## src/rtl/demux_pkg.sv

```systemverilog
// Shared constants for the buffered 1-to-2 demultiplexer and its FIFOs.
package demux_pkg;

  localparam int WIDTH_DEF = 32;
  localparam int DEPTH_DEF = 2;
  localparam int CNT_W_DEF = 16;

  localparam logic CH0 = 1'b0;
  localparam logic CH1 = 1'b1;

endpackage

```

## src/rtl/fifo_sync.sv

```systemverilog
// Single-clock FIFO, power-of-2 depth, registered head (no push-to-pop bypass).
module fifo_sync
  import demux_pkg::*;
#(
  parameter int WIDTH = WIDTH_DEF,
  parameter int DEPTH = DEPTH_DEF
) (
  input  logic             clk,
  input  logic             rst_n,
  input  logic             push,
  input  logic [WIDTH-1:0] wdata,
  input  logic             pop,
  output logic             full,
  output logic             empty,
  output logic [WIDTH-1:0] head
);

  localparam int AW = $clog2(DEPTH);

  // One extra pointer bit tells full from empty when the indices match.
  logic [AW:0]      wr_ptr;
  logic [AW:0]      rd_ptr;
  logic [WIDTH-1:0] mem [DEPTH];
  logic             do_push;
  logic             do_pop;

  assign empty   = (wr_ptr == rd_ptr);
  assign full    = (wr_ptr[AW] != rd_ptr[AW]) && (wr_ptr[AW-1:0] == rd_ptr[AW-1:0]);
  assign do_push = push && !full;
  assign do_pop  = pop && !empty;
  assign head    = mem[rd_ptr[AW-1:0]];

  // NOTE: sequential state uses non-blocking assignments so every flop samples pre-edge values.
  always_ff @(posedge clk or negedge rst_n) begin
    if (!rst_n) begin
      wr_ptr <= '0;
      rd_ptr <= '0;
    end else begin
      if (do_push) wr_ptr <= wr_ptr + {{AW{1'b0}}, 1'b1};
      if (do_pop)  rd_ptr <= rd_ptr + {{AW{1'b0}}, 1'b1};
    end
  end

  // NOTE: storage is deliberately not reset; the pointers alone decide which entries are valid.
  always_ff @(posedge clk) begin
    if (do_push) mem[wr_ptr[AW-1:0]] <= wdata;
  end

endmodule

```

## src/rtl/demux_buffered.sv

```systemverilog
// Routes one input word per cycle to one of two FIFO-backed output channels by in_sel.
module demux_buffered
  import demux_pkg::*;
#(
  parameter int WIDTH = WIDTH_DEF,
  parameter int DEPTH = DEPTH_DEF,
  parameter int CNT_W = CNT_W_DEF
) (
  input  logic             clk,
  input  logic             rst_n,
  input  logic [WIDTH-1:0] in_data,
  input  logic             in_sel,
  input  logic             in_valid,
  output logic             in_ready,
  output logic [WIDTH-1:0] out0_data,
  output logic             out0_valid,
  input  logic             out0_ready,
  output logic [WIDTH-1:0] out1_data,
  output logic             out1_valid,
  input  logic             out1_ready,
  output logic [CNT_W-1:0] cnt0,
  output logic [CNT_W-1:0] cnt1
);

  logic full0, full1;
  logic empty0, empty1;
  logic push0, push1;

  // Readiness looks only at the selected FIFO's full flag, so a same-cycle pop never lets a word through.
  assign in_ready   = (in_sel == CH1) ? !full1 : !full0;
  assign push0      = in_valid && in_ready && (in_sel == CH0);
  assign push1      = in_valid && in_ready && (in_sel == CH1);
  assign out0_valid = !empty0;
  assign out1_valid = !empty1;

  fifo_sync #(.WIDTH(WIDTH), .DEPTH(DEPTH)) u_fifo0 (
    .clk   (clk),
    .rst_n (rst_n),
    .push  (push0),
    .wdata (in_data),
    .pop   (out0_ready),
    .full  (full0),
    .empty (empty0),
    .head  (out0_data)
  );

  fifo_sync #(.WIDTH(WIDTH), .DEPTH(DEPTH)) u_fifo1 (
    .clk   (clk),
    .rst_n (rst_n),
    .push  (push1),
    .wdata (in_data),
    .pop   (out1_ready),
    .full  (full1),
    .empty (empty1),
    .head  (out1_data)
  );

  // Debug counters wrap silently.
  always_ff @(posedge clk or negedge rst_n) begin
    if (!rst_n) begin
      cnt0 <= '0;
      cnt1 <= '0;
    end else begin
      if (push0) cnt0 <= cnt0 + CNT_W'(1);
      if (push1) cnt1 <= cnt1 + CNT_W'(1);
    end
  end

endmodule

```

## config.mk

```make
export PLATFORM = sky130hd
export DESIGN_NAME = demux_buffered
export DESIGN_NICKNAME = d
export VERILOG_FILES = /design/src/rtl/demux_pkg.sv /design/src/rtl/fifo_sync.sv /design/src/rtl/demux_buffered.sv
export SDC_FILE = /design/constraint.sdc
export NUM_CORES = 1
export LEC_CHECK = 0
export CAP_MARGIN = 10
export CORE_MARGIN = 3
export CORE_UTILIZATION = 55
export DETAILED_ROUTE_END_ITERATION = 6
export PLACE_DENSITY = 0.85
export SYNTH_ARGS = -nofsm -noshare
export SYNTH_HDL_FRONTEND = slang
export SYNTH_SLANG_ARGS = --single-unit
```

## constraint.sdc

```tcl
create_clock -name clk -period 4.5 [get_ports clk]
set_clock_uncertainty 0.2 [all_clocks]
set_input_delay 0.45 -clock clk [delete_from_list [all_inputs] [get_ports clk]]
set_output_delay 0.45 -clock clk [all_outputs]
set_load 0.005 [all_outputs]
```

# Word level (Yosys, flattened, before mapping)
# Memory sizes are Yosys's and may differ from the RTL's.
# Index checks and enable logic that the tools add are counted.
# totals
latch_bits	0
ff_bits	40
n_memories	2
output_inout_bits	99
rom_bits	0
word_cells	39
inputBits	38
ramBits	128
# memory_table
name	depth	word_bits	read_ports	rd_ports_with_merged_regs	wr	line_no	text
u_fifo0.mem	2	32	1	0	1	fifo_sync.sv:23	logic [WIDTH-1:0] mem [DEPTH];
u_fifo1.mem	2	32	1	0	1	fifo_sync.sv:23	
# classes
div_mod_pow	0
bitwise_logic	1
n_addsub	6
reduce_logical	13
n_shift	0
eq_ne	6
mul	0
muxes	5
n_lt_le_gt_ge	0
# op_table
op	count
adder 16 x 1 -> 16 bit (second input constant)	2
logical AND 1 bit	9
adder 2 x 1 -> 2 bit (second input constant)	4
2-to-1 mux 1 bit	5
== test 2 bit	2
logical NOT 1 bit	4
== test 1 bit	2
!= test 1 bit	2
inverter 1 bit	1

# Depth between registers and ports, before layout
# Gate-level depths: netlist of the first run.
# depth
word_depth	9
mapped_depth	5
ltp_nobuf	5

# Hierarchy
# A second synthesis of the first run with hierarchy kept.
# hier_totals
cells_unflattened	376
area_unflattened_um2	6568.8
# modules_own_cells
module	seq_area_each_um2	area_per_inst_um2	cells_each	instances
fifo_sync	2021.9	2566.2	127	2
demux_buffered	800.8	1436.4	122	1

# Worst setup path after synthesis of the first run
# OpenSTA, ideal clock, no wires.
# synth_timing
kind	register to register
from	register u_fifo0.rd_ptr[0]
to	memory u_fifo0.mem[0][0] (netlist bit) (enable)
synth_period_minus_slack_ns	2.955
t_required_ns	3.879
arrival_time_ns	2.333
path_buffers	1
slack_ns	1.545
stages_incl_launch_ff	6
setup_ns	0.421
path_cell_list	dfrtp_1 -> buf_2 -> xnor2_1 -> nand2_1 -> nand3b_1 -> nor2_1
# synth_between
elab_chain_cells	9
# synth_lines
element	line_no	text
start: declaration	fifo_sync.sv:22	logic [AW:0] rd_ptr;
start signal: assignment	fifo_sync.sv:40	if (do_pop) rd_ptr <= rd_ptr + {{AW{1'b0}}, 1'b1};
== test 1 bit *	fifo_sync.sv:28	assign full = (wr_ptr[AW] != rd_ptr[AW]) && (wr_ptr[AW-1:0] == rd_ptr[AW-1:0]);
logical AND 1 bit *	fifo_sync.sv:28	
logical NOT 1 bit *	fifo_sync.sv:29, demux_buffered.sv:30	
2-to-1 mux 1 bit	demux_buffered.sv:30	assign in_ready = (in_sel == CH1) ? !full1 : !full0;
logical AND 1 bit (2 in a row)	demux_buffered.sv:31	assign push0 = in_valid && in_ready && (in_sel == CH0);
logical AND 1 bit *	fifo_sync.sv:29	assign do_push = push && !full;
2-to-1 mux 1 bit *	fifo_sync.sv:46	if (do_push) mem[wr_ptr[AW-1:0]] <= wdata;
2-to-1 mux 1 bit (implied by the code) *	fifo_sync.sv:46	
end: declaration	fifo_sync.sv:23	
# Mark *: on every way between the ends. The rest lies on a longest branch, timed or not.

# Final worst setup path of the first run
# layout_timing
from	register u_fifo1.rd_ptr[0]
to	output in_ready
# layout_between
elab_chain_cells	4
# layout_lines
element	line_no	text
start: declaration	fifo_sync.sv:22	
start signal: assignment	fifo_sync.sv:40	
== test 1 bit	fifo_sync.sv:28	
logical AND 1 bit	fifo_sync.sv:28	
logical NOT 1 bit	demux_buffered.sv:30	
2-to-1 mux 1 bit	demux_buffered.sv:30	
end: declaration	demux_buffered.sv:14	output logic in_ready,
# No other way between the ends.

==> impl_metrics.tcl, run 1 <==
set metrics [dict create \
    status "complete, no violations" \
    cts_inserted_buffers 17 \
    core_sq_um 11100 \
    criticalPathCategory "reg2out" \
    die_h_um 114 \
    drt-met1-wl_um 5270 \
    first_pass_iters 4 \
    grt_antenna_before_repair 0 \
    ys.flop_type "edfxtp_1" \
    grt_overflow 0 \
    yosysWarningCount 0 \
    grt_pass1_wl_um 20500 \
    power_mw 5.25 \
    period_share_pct 67.5 \
    syn_area_per_cell_sq_um 18.0 \
    portBuffers 136 \
    ios 137 \
    cp-start-kind "register" \
    powerDensity_nw_per_um2 610 \
    synth_cell_types 32 \
    via_per_inst 5.49 \
    diodes 0 \
    fin_nets 549 \
    layout_common_cells "135 x clkdlybuf4s50_1, 128 x edfxtp_1, 66 x mux2_2" \
    min_period_ns 3.04 \
    tritoncts "yes" \
    slew_headroom_pct 34.0 \
    tightest_slew_ns 0.988 \
    ys_seq_area_share_pct 75.1 \
    area_delta_synth_final_pct 33.4 \
    cts_sinks 168 \
    dieArea_sq_um 13100 \
    rows 38 \
    drc_errors 0 \
    drive_above_1_share_pct 20.9 \
    max_freq_ghz 0.329 \
    clockBufferDepth 2 \
    wl_um 13400 \
    cp.required_ns 3.85 \
    ys_ff_latch 168 \
    root_buffer "clkbuf_16" \
    tns_ns 0 \
    dpl.hpwl_um 8590 \
    syn_nets 399 \
    synth-edff-count 128 \
    synth_area_sq_um 6450 \
    grt_usage_pct 21.0 \
    synth-async-reset-ratio_pct 23.8 \
    postRouteAntennaNets 0 \
    vdd_ir_drop_max_v 0.000542 \
    dr.first_iter.drc_count 249 \
    setup_viol 0 \
    p_leak_nw 3.10 \
    drv_slew 0 \
    rsz0062_at_grt "false" \
    clkLatencyLatePin_ns 0.41 \
    crit_path_max_fanout 35 \
    final_common_cell "clkdlybuf4s50_1" \
    dr_wl_met2_um 7110 \
    htree_levels 4 \
    vias 3632 \
    die_width_um 114 \
    dr_wl_met3_um 649 \
    fill_cells 631 \
    hp-class "reg2reg" \
    cp-end-kind "output port" \
    clkTransAtPathRegs_ns 0.06 \
    start_util_pct 58.0 \
    max_cap_viol_count 0 \
    final_hold_viol_count 0 \
    routed.top_layer "met4" \
    gp_congestion 0.776 \
    wl_per_cell_um 20.2 \
    syn-instance-count 359 \
    grt_pass1_vias 3820 \
    cp.arrival_ns 2.39 \
    grt_start_max_net_pins 41 \
]
worst paths after layout:
kind	end	slack, ns	depth (start not counted)	start
worst min register to register	cnt0[15]	0.27	1	cnt0[15]
worst max-delay path	in_ready	1.46	3	u_fifo1.rd_ptr[0]
min in group asynchronous	cnt0[14]	0.51	2	rst_n
max in group asynchronous	u_fifo1.rd_ptr[0]	2.98	2	rst_n
worst max register to register	u_fifo1.mem[1][11]	1.51	3	u_fifo1.rd_ptr[0]
worst min-delay path	cnt0[15]	0.27	1	cnt0[15]
metal layers:
layer | track usage (%) | vias to the layer above
met5 | 0 | -
met1 | 25.5 | 1827
met2 | 36.3 | 123
met3 | 5.66 | 27
met4 | 7.52 | 0
li1 | - | 1655
registers in the layout (all words and copies together) (netlist names):
signal / cells
u_fifo1.mem: 64
u_fifo1.rd_ptr: 2
u_fifo1.wr_ptr: 2
u_fifo0.rd_ptr: 2
cnt1: 16
cnt0: 16
u_fifo0.wr_ptr: 2
u_fifo0.mem: 64
cell type report:
type                       instances  area (sq um)  area share (%)
clock buffer                      18           429            4.98
clock inverter                    14           195            2.27
tap                              140           175            2.03
inverter                           3          11.3           0.131
sequential                       168          4850            56.3
timing repair buffer             139          1380            16.0
multi-input combinational        180          1570            18.3
cell families after synthesis:
| group | synth area share, % |
|---|---|
| AOI/OAI and AO/OA | 0.892 |
| adders and majority gates | 0.388 |
| DFF | 75.1 |
| xor gates and xnor gates | 5.82 |
| buffers and inverters | 0.717 |
| and+or+nand+nor | 5.58 |
| muxes | 11.5 |
cells in the mapped netlist, types with 3 or more instances:
master | number | share of area (%)
edfxtp_1 | 128 | 60
mux2_2 | 66 | 12
dfrtp_1 | 40 | 16
xnor2_1 | 27 | 3.7
nand2_1 | 16 | 0.93
xor2_1 | 14 | 1.9
nand3_1 | 11 | 0.85
nand4_1 | 10 | 0.97
nor2_1 | 8 | 0.47
and3_1 | 5 | 0.48
buf_1 | 3 | 0.17
clkbuf_1 | 3 | 0.17
inv_1 | 3 | 0.17
power by group:
part / internal [mW] / switching [mW] / leakage (nW)
Sequential: 1.98 / 0.216 / 1.68
Clock: 0.935 / 0.581 / 0.297
Combinational: 0.904 / 0.633 / 1.12
what timing repair did:
item | CTS | global route
setup buffers | 0 | 0
endpoints found under the setup margin | 0 | 0
endpoints found under the hold margin | 40 | 0
gates resized for setup | 0 | 0
hold buffers | 1 | 0
worst max-delay path, cell delays in order (launching register included):
cell and delay [ns]:
dfrtp_2 0.92, xnor2_2 0.27, a31oi_1 0.26, clkdlybuf4s50_1 0.54
metrics by stage:
step | worst slack (ns) | hold WS [ns] | utilization (%) | std cells | cell area, sq um
2_1_floorplan | 1.55 | -0.0456 | - | 359 | 6450
3_3_place_gp | 1.62 | 0.263 | 71.7 | 629 | 7980
3_5_place_dp | 1.57 | 0.268 | 71.7 | 629 | 7980
4_1_cts | 1.43 | 0.278 | 77.4 | 662 | 8610
5_1_grt | 1.30 | 0.311 | 77.4 | 662 | 8610
6_report | 1.46 | 0.272 | 77.4 | 662 | 8610
No activity file was read; power rests on OpenSTA's default activity.
==> inputs of run 2 (changes only) <==
CORE_UTILIZATION = 51   (was 55)
PLACE_DENSITY = 0.8   (was 0.85)
clock period = 3 ns   (was 4.5 ns; I/O delays follow)
==> run 2 against run 1 <==
Net effect: worst hold slack got worse by 0.0022 ns; sequential share of layout area fell by 0.37 points; total power rose by 48%; sequential cell count did not move; critical endpoint is now out0_data[26]; largest power group unchanged; cell area rose by 0.64%; core utilization fell by 6.4 points; routed wire length fell by 5.3%; clock power rose by 43%; non-clock buffer count rose by 5; global-route usage fell by 2.2 points; sequential power rose by 45%; cell count rose by 4.8%.
==> impl_metrics.tcl, run 2 (synthesized netlist as in run 1, its figures left out) <==
set metrics [dict create \
    status "complete, no violations" \
    grt_pass1_vias 3787 \
    pre_cts_slack_ns 0.674 \
    drc_errors 0 \
    criticalPathCategory "reg2out" \
    crit_family "buffers and inverters" \
    rows 40 \
    min_period_ns 2.65 \
    grt_start_max_net_pins 41 \
    post_cts_buffers 0 \
    clkTransAtPathRegs_ns 0.06 \
    switching_share_pct 27.2 \
    root_buffer "clkbuf_16" \
    postRouteAntennaNets 0 \
    first_pass_iters 4 \
    grt_overflow 0 \
    tightest_slew_ns 0.872 \
    crit_slowest_cell "clkdlybuf4s50_1" \
    htree_levels 4 \
    reg2reg_setup_slack_ns 0.83 \
    setup_viol 0 \
    crit_buf_inv 2 \
    layout_common_cells "135 x clkdlybuf4s50_1, 128 x edfxtp_1, 66 x mux2_2" \
    die_width_um 118 \
    core_sq_um 12200 \
    cts_inserted_buffers 17 \
    setup_ws_ns 0.347 \
    period_share_pct 88.4 \
    final_common_cell "clkdlybuf4s50_1" \
    rsz0062_at_grt "false" \
    crit_chain "buf_4, mux2_2, clkdlybuf4s50_1" \
    cts_sinks 168 \
    wl_per_cell_um 18.2 \
    grt_pass1_wl_um 20300 \
    vias 3628 \
    cts.repair.resized 0 \
    start_util_pct 52.8 \
    max_freq_ghz 0.377 \
    via_per_inst 5.23 \
    power_switching_mw 2.11 \
    crit_path_max_fanout 34 \
    cp-end-kind "output port" \
    slowest_delay_ns 0.50 \
    p_leak_nw 3.12 \
    placed_area_sq_um 8060 \
    tns_ns 0 \
    area_delta_synth_final_pct 34.3 \
    vdd_ir_drop_max_v 0.000571 \
    cp.arrival_ns 2.15 \
    hp-class "reg2reg" \
    gp_congestion 0.770 \
    multiInputGateArea_sq_um 1570 \
    final_hold_viol_count 0 \
    diodes 0 \
    dieArea_sq_um 14000 \
    fill_cells 827 \
    grt_usage_pct 18.8 \
    fin_nets 554 \
    drive_above_1_share_pct 21.7 \
    combPwrFrac_pct 30.9 \
    power.internal_mw 5.66 \
    die_h_um 118 \
    grt_antenna_before_repair 0 \
    tritoncts "yes" \
    clockPowerShare_pct 28.0 \
    powerDensity_nw_per_um2 897 \
    pwr-share-seq_pct 41.1 \
    fin_area_sq_um 8670 \
    slew_headroom_pct 41.8 \
    clkLatencyLatePin_ns 0.42 \
    regArea_sq_um 4850 \
    dr.first_iter.drc_count 217 \
    postCtsHoldBufs 1 \
    cp-start-kind "register" \
    cp.required_ns 2.50 \
    wl_um 12700 \
    ios 137 \
    dpl.hpwl_um 8150 \
    drv_slew 0 \
    clockBufferDepth 2 \
    portBuffers 136 \
    max_cap_viol_count 0 \
]
==> run 2: cell types whose count changed in the layout (fill, tap and decap cells not counted), sizes merged <==
cell      previous run  this run
buf                  3         8
clkinv               3         4
bufinv               4         3
clkinvlp             2         3
clkbuf              18        17
inv                  8         7
==> run 2: power by group through the flow <==
| stage | combinational (mW) | clock (mW) | sequential [mW] |
|---|---|---|---|
| final | 2.40 | 2.17 | 3.20 |
| after global routing | 2.58 | 2.31 | 3.24 |
| after CTS | 2.46 | 2.22 | 3.20 |
| after detailed placement | 2.43 | 0 | 3.24 |
| after global placement | 2.40 | 0 | 3.21 |
| after floorplan | 1.16 | 0 | 3.18 |
==> run 2: metal layers <==
metal,global-route usage (%),share of wire (%),wire (um),vias up
met4,7.10,1.5,190,0
met1,22.8,40,5030,1836
met5,0,0,0,-
met3,6.22,6.6,833,18
li1,-,-,-,1663
met2,31.5,52,6610,111
==> run 2: worst paths after layout <==
check	from	to	depth (start not counted)
worst max-delay path	u_fifo0.rd_ptr[0]	out0_data[26]	3
worst min-delay path	cnt1[15]	cnt1[15]	1
worst max register to register	u_fifo0.wr_ptr[0]	u_fifo0.mem[0][28]	5
worst min register to register	cnt1[15]	cnt1[15]	1
max in group asynchronous	rst_n	u_fifo1.rd_ptr[0]	2
min in group asynchronous	rst_n	cnt0[10]	2
==> run 2: cell type report <==
| cell class | count | area share [%] |
|---|---|---|
| flip-flops and latches | 168 | 55.9 |
| repair buffers | 144 | 16.5 |
| inverters | 3 | 0.130 |
| clock buffers | 17 | 4.91 |
| multi-input cells | 180 | 18.1 |
| well taps | 168 | 2.43 |
| clock inverters | 14 | 1.98 |
==> run 2: metrics by stage <==
stage / instances / hold slack (ns) / utilization [%] / power (mW)
floorplan: 359 / -0.196 / - / 4.34
global placement: 662 / 0.255 / 66.0 / 5.61
detailed placement: 662 / 0.263 / 66.0 / 5.67
CTS: 694 / 0.268 / 71.0 / 7.87
global route: 694 / 0.277 / 71.0 / 8.14
finish: 694 / 0.270 / 71.0 / 7.77
